==> src/rtl/spi_sram_decoder.sv <==
// spi_sram_decoder: device end of a quad-I/O (SQI) serial SRAM link.
// Decodes EQIO/RSTIO mode commands and quad READ/WRITE transactions on SIO[3:0]
// and serves 16-bit words from an internal word array. sram_sck is oversampled
// on clk (same clock domain as the initiator, so no synchronizer).
// Optional feature: define SPI_SRAM_DECODER_SEQ_EN to let a transaction keep
// streaming consecutive words while chip select stays low.
module spi_sram_decoder #(
    parameter int WORD_WIDTH = 16,
    parameter int MEM_WORDS  = 256
) (
    input  logic       clk,
    input  logic       reset_n,
    input  logic       sram_cs_n,
    input  logic       sram_sck,
    input  logic [3:0] sram_sio_i,
    output logic [3:0] sram_sio_o,
    output logic       sram_sio_oe,
    output logic       sqi_mode,
    output logic       transfer_done
);
    localparam int AW = $clog2(MEM_WORDS);
    localparam logic [AW-1:0] WORD_ONE = {{(AW-1){1'b0}}, 1'b1};

    typedef enum logic [2:0] {
        IDLE, SPI_CMD, INSTR, ADDR, DUMMY, RDATA, WDATA, IGNORE
    } state_t;

    state_t state, state_next;

    logic                  sck_q;
    logic                  rise;
    logic                  fall;
    logic [2:0]            cnt;
    logic [7:0]            cmd;
    logic [AW:0]           addr;
    logic [AW-1:0]         word;
    logic [WORD_WIDTH-1:0] wdata;
    logic [WORD_WIDTH-1:0] rd_sreg;
    logic                  is_read;
    logic [WORD_WIDTH-1:0] mem [MEM_WORDS];

    logic [7:0]            spi_byte;
    logic [7:0]            quad_byte;
    logic [AW:0]           addr_shifted;
    logic [WORD_WIDTH-1:0] wdata_full;
    logic [AW-1:0]         rd_word;

    logic cnt_clr, cnt_inc, cmd_ser, cmd_quad, addr_shift, word_latch;
    logic wdata_shift, mem_we, done_pulse, rd_load, rd_next, rd_adv;
    logic word_inc, oe_off, sqi_set, sqi_clr, read_set, write_set;

    assign rise         = sram_sck & ~sck_q;
    assign fall         = ~sram_sck & sck_q;
    assign spi_byte     = (cmd << 1) | {7'b0, sram_sio_i[0]};
    assign quad_byte    = (cmd << 4) | {4'b0, sram_sio_i};
    assign addr_shifted = (addr << 4) | {{(AW-3){1'b0}}, sram_sio_i};
    assign wdata_full   = (wdata << 4) | {{(WORD_WIDTH-4){1'b0}}, sram_sio_i};
    assign rd_word      = rd_next ? word + WORD_ONE : word;

    // Previous sram_sck level, used to find its rising and falling edges
    always_ff @(posedge clk or negedge reset_n) begin
        if (!reset_n) sck_q <= 1'b0;
        else          sck_q <= sram_sck;
    end

    // Transaction state register
    always_ff @(posedge clk or negedge reset_n) begin
        if (!reset_n) state <= IDLE;
        else          state <= state_next;
    end

    // Next state and datapath strobes; chip select high aborts everything
    always_comb begin
        state_next  = state;
        cnt_clr     = 1'b0;
        cnt_inc     = 1'b0;
        cmd_ser     = 1'b0;
        cmd_quad    = 1'b0;
        addr_shift  = 1'b0;
        word_latch  = 1'b0;
        wdata_shift = 1'b0;
        mem_we      = 1'b0;
        done_pulse  = 1'b0;
        rd_load     = 1'b0;
        rd_next     = 1'b0;
        rd_adv      = 1'b0;
        word_inc    = 1'b0;
        oe_off      = 1'b0;
        sqi_set     = 1'b0;
        sqi_clr     = 1'b0;
        read_set    = 1'b0;
        write_set   = 1'b0;
        if (sram_cs_n) begin
            state_next = IDLE;
            cnt_clr    = 1'b1;
            oe_off     = 1'b1;
        end else begin
            case (state)
                IDLE: if (rise) begin
                    cnt_inc = 1'b1;
                    if (sqi_mode) begin
                        cmd_quad   = 1'b1;
                        state_next = INSTR;
                    end else begin
                        cmd_ser    = 1'b1;
                        state_next = SPI_CMD;
                    end
                end
                SPI_CMD: if (rise) begin
                    if (cnt == 3'd7) begin
                        cnt_clr    = 1'b1;
                        state_next = IGNORE;
                        if (spi_byte == 8'h38) sqi_set = 1'b1;
                    end else begin
                        cmd_ser = 1'b1;
                        cnt_inc = 1'b1;
                    end
                end
                INSTR: if (rise) begin
                    if (cnt == 3'd1) begin
                        cnt_clr = 1'b1;
                        case (quad_byte)
                            8'h03: begin
                                read_set   = 1'b1;
                                state_next = ADDR;
                            end
                            8'h02: begin
                                write_set  = 1'b1;
                                state_next = ADDR;
                            end
                            8'hFF: begin
                                sqi_clr    = 1'b1;
                                state_next = IGNORE;
                            end
                            default: state_next = IGNORE;
                        endcase
                    end else begin
                        cmd_quad = 1'b1;
                        cnt_inc  = 1'b1;
                    end
                end
                ADDR: if (rise) begin
                    addr_shift = 1'b1;
                    if (cnt == 3'd5) begin
                        word_latch = 1'b1;
                        cnt_clr    = 1'b1;
                        state_next = is_read ? DUMMY : WDATA;
                    end else begin
                        cnt_inc = 1'b1;
                    end
                end
                DUMMY: begin
                    if (rise && cnt < 3'd2) begin
                        cnt_inc = 1'b1;
                    end else if (fall && cnt == 3'd2) begin
                        rd_load    = 1'b1;
                        cnt_clr    = 1'b1;
                        state_next = RDATA;
                    end
                end
                RDATA: begin
                    if (rise && cnt < 3'd4) begin
                        cnt_inc = 1'b1;
                        if (cnt == 3'd3) done_pulse = 1'b1;
                    end else if (fall) begin
                        if (cnt == 3'd4) begin
`ifdef SPI_SRAM_DECODER_SEQ_EN
                            rd_load  = 1'b1;
                            rd_next  = 1'b1;
                            word_inc = 1'b1;
                            cnt_clr  = 1'b1;
`else
                            oe_off     = 1'b1;
                            state_next = IGNORE;
`endif
                        end else begin
                            rd_adv = 1'b1;
                        end
                    end
                end
                WDATA: if (rise) begin
                    wdata_shift = 1'b1;
                    if (cnt == 3'd3) begin
                        mem_we     = 1'b1;
                        done_pulse = 1'b1;
`ifdef SPI_SRAM_DECODER_SEQ_EN
                        word_inc = 1'b1;
                        cnt_clr  = 1'b1;
`else
                        state_next = IGNORE;
`endif
                    end else begin
                        cnt_inc = 1'b1;
                    end
                end
                default: ;
            endcase
        end
    end

    // Counters, shift registers, mode flag and registered outputs
    always_ff @(posedge clk or negedge reset_n) begin
        if (!reset_n) begin
            cnt           <= '0;
            cmd           <= '0;
            addr          <= '0;
            word          <= '0;
            wdata         <= '0;
            rd_sreg       <= '0;
            is_read       <= 1'b0;
            sqi_mode      <= 1'b0;
            sram_sio_oe   <= 1'b0;
            sram_sio_o    <= '0;
            transfer_done <= 1'b0;
        end else begin
            transfer_done <= done_pulse;
            if (cnt_clr)      cnt <= '0;
            else if (cnt_inc) cnt <= cnt + 3'd1;
            if (cmd_ser)       cmd <= spi_byte;
            else if (cmd_quad) cmd <= quad_byte;
            if (addr_shift) addr <= addr_shifted;
            if (word_latch)    word <= AW'(addr_shifted >> 1);
            else if (word_inc) word <= word + WORD_ONE;
            if (wdata_shift) wdata <= wdata_full;
            if (read_set)       is_read <= 1'b1;
            else if (write_set) is_read <= 1'b0;
            if (sqi_set)      sqi_mode <= 1'b1;
            else if (sqi_clr) sqi_mode <= 1'b0;
            if (oe_off) begin
                sram_sio_oe <= 1'b0;
                sram_sio_o  <= '0;
            end else if (rd_load) begin
                rd_sreg     <= mem[rd_word];
                sram_sio_o  <= mem[rd_word][WORD_WIDTH-1 -: 4];
                sram_sio_oe <= 1'b1;
            end else if (rd_adv) begin
                rd_sreg    <= rd_sreg << 4;
                sram_sio_o <= rd_sreg[WORD_WIDTH-5 -: 4];
            end
        end
    end

    // Word array write; contents deliberately survive reset
    always_ff @(posedge clk) begin
        if (mem_we) mem[word] <= wdata_full;
    end

endmodule
==> config.mk <==
export PLATFORM = sky130hd
export DESIGN_NAME = spi_sram_decoder
export DESIGN_NICKNAME = d
export VERILOG_FILES = /design/src/rtl/spi_sram_decoder.sv
export SDC_FILE = /design/constraint.sdc
export NUM_CORES = 2
export LEC_CHECK = 0
export ABC_AREA = 1
export BUFFER_PORTS_ARGS = -buffer_cell sky130_fd_sc_hd__buf_2
export CAP_MARGIN = 25
export CORE_ASPECT_RATIO = 1.2
export CORE_UTILIZATION = 25
export CTS_CLUSTER_SIZE = 24
export DETAILED_ROUTE_END_ITERATION = 6
export PLACE_DENSITY = 0.4
export SKIP_LAST_GASP = 1
export SLEW_MARGIN = 10
export SYNTH_ARGS = -nofsm -noshare
export SYNTH_HDL_FRONTEND = slang
export SYNTH_SLANG_ARGS = --single-unit
==> constraint.sdc <==
create_clock -name clk -period 11.4 [get_ports clk]
set_clock_uncertainty 0.1 [all_clocks]
set_input_delay 0.57 -clock clk [delete_from_list [all_inputs] [get_ports clk]]
set_output_delay 0.57 -clock clk [all_outputs]
set_load 0.01 [all_outputs]
; After elaboration in Yosys (flattened, before gate mapping)
; Memories as Yosys holds them, arrays and structs flattened.
; Cells that the tools add are included.
[classes]
n_mux = 112
reduce_logical = 15
eq_ne = 30
bitwise_logic = 9
order_cmp = 2
n_addsub = 1
[op_table]
columns = operator, n
row1 = $mux 1, 79
row2 = $mux 3, 18
row3 = $ne 3x3->1 const B, 14
row4 = $mux 12, 2
row5 = $pmux 3 s7, 1
row6 = $eq 3x3->1 const B, 6
row7 = $eq 8x2->1 const B, 2
row8 = $or 16x4->16, 1
row9 = $reduce_and 15->1, 1
row10 = $mux 7, 2
row11 = $eq 3x2->1 const B, 4
row12 = $mux 4, 3
row13 = $reduce_bool 2->1, 6
row14 = $or 9x4->9, 1
row15 = $eq 8x6->1 const B, 1
row16 = $eq 8x8->1 const B, 1
row17 = $or 8x1->8, 1
row18 = $or 8x4->8, 1
row19 = $reduce_bool 8->1, 1
row20 = $pmux 1 s7, 1
row21 = $eq 3x1->1 const B, 2
row22 = $pmux 1 s2, 3
row23 = $mux 2, 2
row24 = $pmux 1 s4, 1
row25 = 10 further kinds, 15
[word_totals]
elab_cells = 183
ramBits = 4096
ff_bits = 59
n_memories = 1
output_inout_bits = 7
in_bits = 8
[memory_table]
columns = memory, words, width, read_ports, rd_ports_with_merged_regs, write_ports, line
row1 = mem, 256, 16, 1, 0, 1, 40  ; logic [WORD_WIDTH-1:0] mem [MEM_WORDS];

; Logic depth before layout (Yosys ltp)
[logic_depth]
depth_word = 9
depth_mapped = 20
mapped_depth_nobuf = 17

; Worst setup path after synthesis
; No wires, ideal clock.
[synth_timing]
path_type = flip-flop to flip-flop
start = register wdata[3]
end = memory mem[0][7] (data pin)
path_buffers = 0
required_ps = 10493
setup_slack_ps = 7295
setup_ps = 807
arrival_ps = 3198
synth_period_minus_slack_ps = 4105
path_stages_with_launch = 1
path_cell_list = dfrtp_1
[synth_between]
elab_chain_len = 1
[synth_lines]
columns = element, line
row1 = "start, declared", 37  ; logic [WORD_WIDTH-1:0] wdata;
row2 = "start signal, assigned", 224  ; if (wdata_shift) wdata <= wdata_full;
row3 = $or 16x4->16, 57  ; assign wdata_full = (wdata << 4) | {{(WORD_WIDTH-4){1'b0}}, sram_sio_i};
row4 = "end, declared", 40
; No other way between the ends.

; Final worst setup path
[layout_timing]
start = register word[0], in the netlist rd_word[0]
end = memory mem[89][7] (enable)
[layout_lines]
columns = element, line
row1 = "start, declared", 36  ; logic [AW-1:0] word;
row2 = "start signal, assigned", 222  ; if (word_latch) word <= AW'(addr_shifted >> 1);
row3 = "start signal, assigned", 223  ; else if (word_inc) word <= word + WORD_ONE;
; Straight into the memory's write port.

==> run metrics <==
FF-to-FF End=mem[89][7]$_DFFE_PP_; fin cells=24330; fin crit period=5.990 ns; Rel. slew slack=16.88%; Resize count post-CTS=0; YS warnings=0; first-pass GRT wire length=830400 µm; I/O pin cnt=15; pre-CTS setup slack=5.440 ns; row cnt=328; grt total ovfl=0; Root Buffer=clkbuf_16; vias in the first global route=105600; Layout Nets=15060; Worst-Skew Late Latency=1.06 ns; full die area=0.6728 mm²; average wire per standard cell=24.21 µm; Worst R2R Setup Slack=5.41 ns; CTS Buf Count=435; Synth area leaders=edfxtp_1 73%, nand2_1 18%, nor2_1 1.8%; Synth area leader=edfxtp_1; Reg clk slew, reported paths=0.07 ns; chip width=749.0 µm; largest net degree at the start of global routing=137; critical path class=reg2reg; Worst EP required=11.93 ns; Clock Path Buffers=4; Filler cells=68860; Netlist Area Pre-Place=0.1674 mm²; total power draw=35.55 mW; H-tree Lvls=5; Crit Path Max Fanout=99; Worst Hold Class=in2async; setup_tns=0 ns; core area=0.6657 mm²; WL final=588900 µm; status=finished, final reports clean; Placed Area=0.1795 mm²; PD cells=183.7 mW/mm²; most common cell after layout, fill and taps aside=nand2_1; Post-Place Cells=23500; Leak Pwr=71.65 nW; antenna violations before repair=32; VDD IR max=165.4 µV; commonest non-fill, non-tap cells in the layout=7972 x nand2_1, 4096 x edfxtp_1, 762 x nor2_1; vias post-DR=108000; Peak Freq=166.9 MHz; clock sink count=4155; worst slew pin tran=1.247 ns; Initial DRC Count=8038; Area Overhead vs Synth=15.64%; DRC viols=0; Synth cell types=35; maxcap violations=0; gpl congestion=0.8153; Detail Route Antenna Nets=0; layout cells sized above 1=7.611%; #FFs+latches synth=4155; Critical Path AT=6.52 ns; drt via density=4.441; fin worst setup slack=5.410 ns; Slew Limit Fails=0; Hold Fails Final Rpt=0; Starting Density=25.15%; sequential fraction of the synthesis area=74.36%; Port Buf Inserts=14; CP Capture Type=register; design area=0.1936 mm²; R2R cell count=8; crit share post-route=52.54%; Avg Synthesized Cell Area=11.27 µm²; area share of the largest cell type after synthesis=73.48%; die height=898.3 µm; syn nets=14870; DRT Pass-1 Iters=6; Final Util=29.08%; RSZ-0062 raised after global routing=false; CTS tree=built; Worst setup SP type=register; Post-Synthesis Cells=14850; Hold WS=0.1308 ns; RR Startpoint=rd_word[0]$_DFFE_PN0P_; Finish-stage setup viols=0; hpwl dp=335400 µm; GRT Util Overall=16.99%
==> sequential cells by signal (all words and copies together), names as in the netlist <==
register,count
cnt,3
sram_sio_o,4
mem,4096
transfer_done,1
sram_sio_oe,1
cmd,7
wdata,12
state,3
sck_q,1
rd_word,8
sqi_mode,1
addr,5
rd_sreg,12
is_read,1
==> per-layer routing <==
layer | global-route usage (%) | vias up | part of all wire (%)
met3 | 1.752 | 680 | 3.9
met4 | 5.250 | 0 | 3.3
met1 | 22.07 | 54840 | 43
li1 | - | 50250 | -
met2 | 29.72 | 2285 | 50
met5 | 0 | - | 0
==> worst max path at each step <==
stage	startpoint	to	slack, ns	cells past startpoint
6_report	rd_word[0]$_DFFE_PN0P_	mem[89][7]$_DFFE_PP_	5.41	8
5_1_grt	rd_word[0]$_DFFE_PN0P_	mem[89][5]$_DFFE_PP_	5.21	8
4_1_cts	rd_word[0]$_DFFE_PN0P_	mem[89][7]$_DFFE_PP_	5.39	8
3_5_place_dp	rd_word[0]$_DFFE_PN0P_	mem[89][13]$_DFFE_PP_	5.44	8
3_3_place_gp	rd_word[0]$_DFFE_PN0P_	mem[89][10]$_DFFE_PP_	5.49	8
2_1_floorplan	wdata[3]$_DFFE_PN0P_	mem[0][7]$_DFFE_PP_	7.30	0
==> cell usage after synthesis <==
cell,count
nand2_1,7985
edfxtp_1,4096
nor2_1,801
buf_2,447
nand3_1,276
nand4_1,267
clkbuf_1,210
a21oi_1,181
o21ai_0,155
o21ai_1,116
buf_1,63
dfrtp_1,59
inv_1,56
a22oi_1,44
buf_6,24
o21bai_1,10
nor3_1,9
clkinv_1,7
mux2_2,7
nor2_2,6
ha_1,5
inv_2,5
nand2_2,5
buf_4,4
nor2_4,3
a2111oi_0,2
a211oi_1,2
o21a_1,2
a221oi_1,1
mux2i_1,1
nor4_1,1
o211ai_1,1
o221ai_1,1
o22ai_1,1
o32ai_1,1
==> cells by family after synthesis <==
family                   Yosys count  synth area share [%]
flip-flops                      4155                 74.36
AND/OR/NAND/NOR                 9353                 21.62
AO/OA/AOI/OAI                    517                 1.646
adder cells (fa/ha/maj)            5               0.03738
multiplexers                       8               0.05308
buffers and inverters            816                 2.281
==> area by class of cell <==
cell class | instances | area (µm²) | share of cell area, %
Timing Repair Buffer | 499 | 4353 | 2.249
Inverter | 68 | 292.8 | 0.1513
Multi-Input combinational cell | 9883 | 39310 | 20.31
Clock buffer | 555 | 11440 | 5.909
Antenna cell | 10 | 25.02 | 0.01293
Tap cell | 8910 | 11150 | 5.759
Clock inverter | 251 | 2474 | 1.278
Sequential cell | 4155 | 124500 | 64.33
==> where the power goes <==
part | leakage, nW | total [mW] | internal [mW] | switching, mW
registers | 38.1 | 18.4 | 18.0 | 0.366
logic | 26.8 | 2.92 | 0.423 | 2.49
clock network | 6.74 | 14.2 | 7.96 | 6.27
==> timing repair <==
action / CTS / global route
endpoints found under the hold margin: 262 / 0
buffers inserted: 0 / 0
endpoints found under the setup margin: 0 / 0
hold buffers: 9 / 0
==> worst max-delay path, stage by stage, from the launching register on <==
cell and delay (ns):
dfrtp_4 0.79, buf_4 0.62, inv_8 0.35, nor2_4 0.23, buf_12 0.53, buf_4 0.52, buf_4 0.53, nand2_4 0.64
nor2_2 0.97
(Power assumes the default switching activity.)
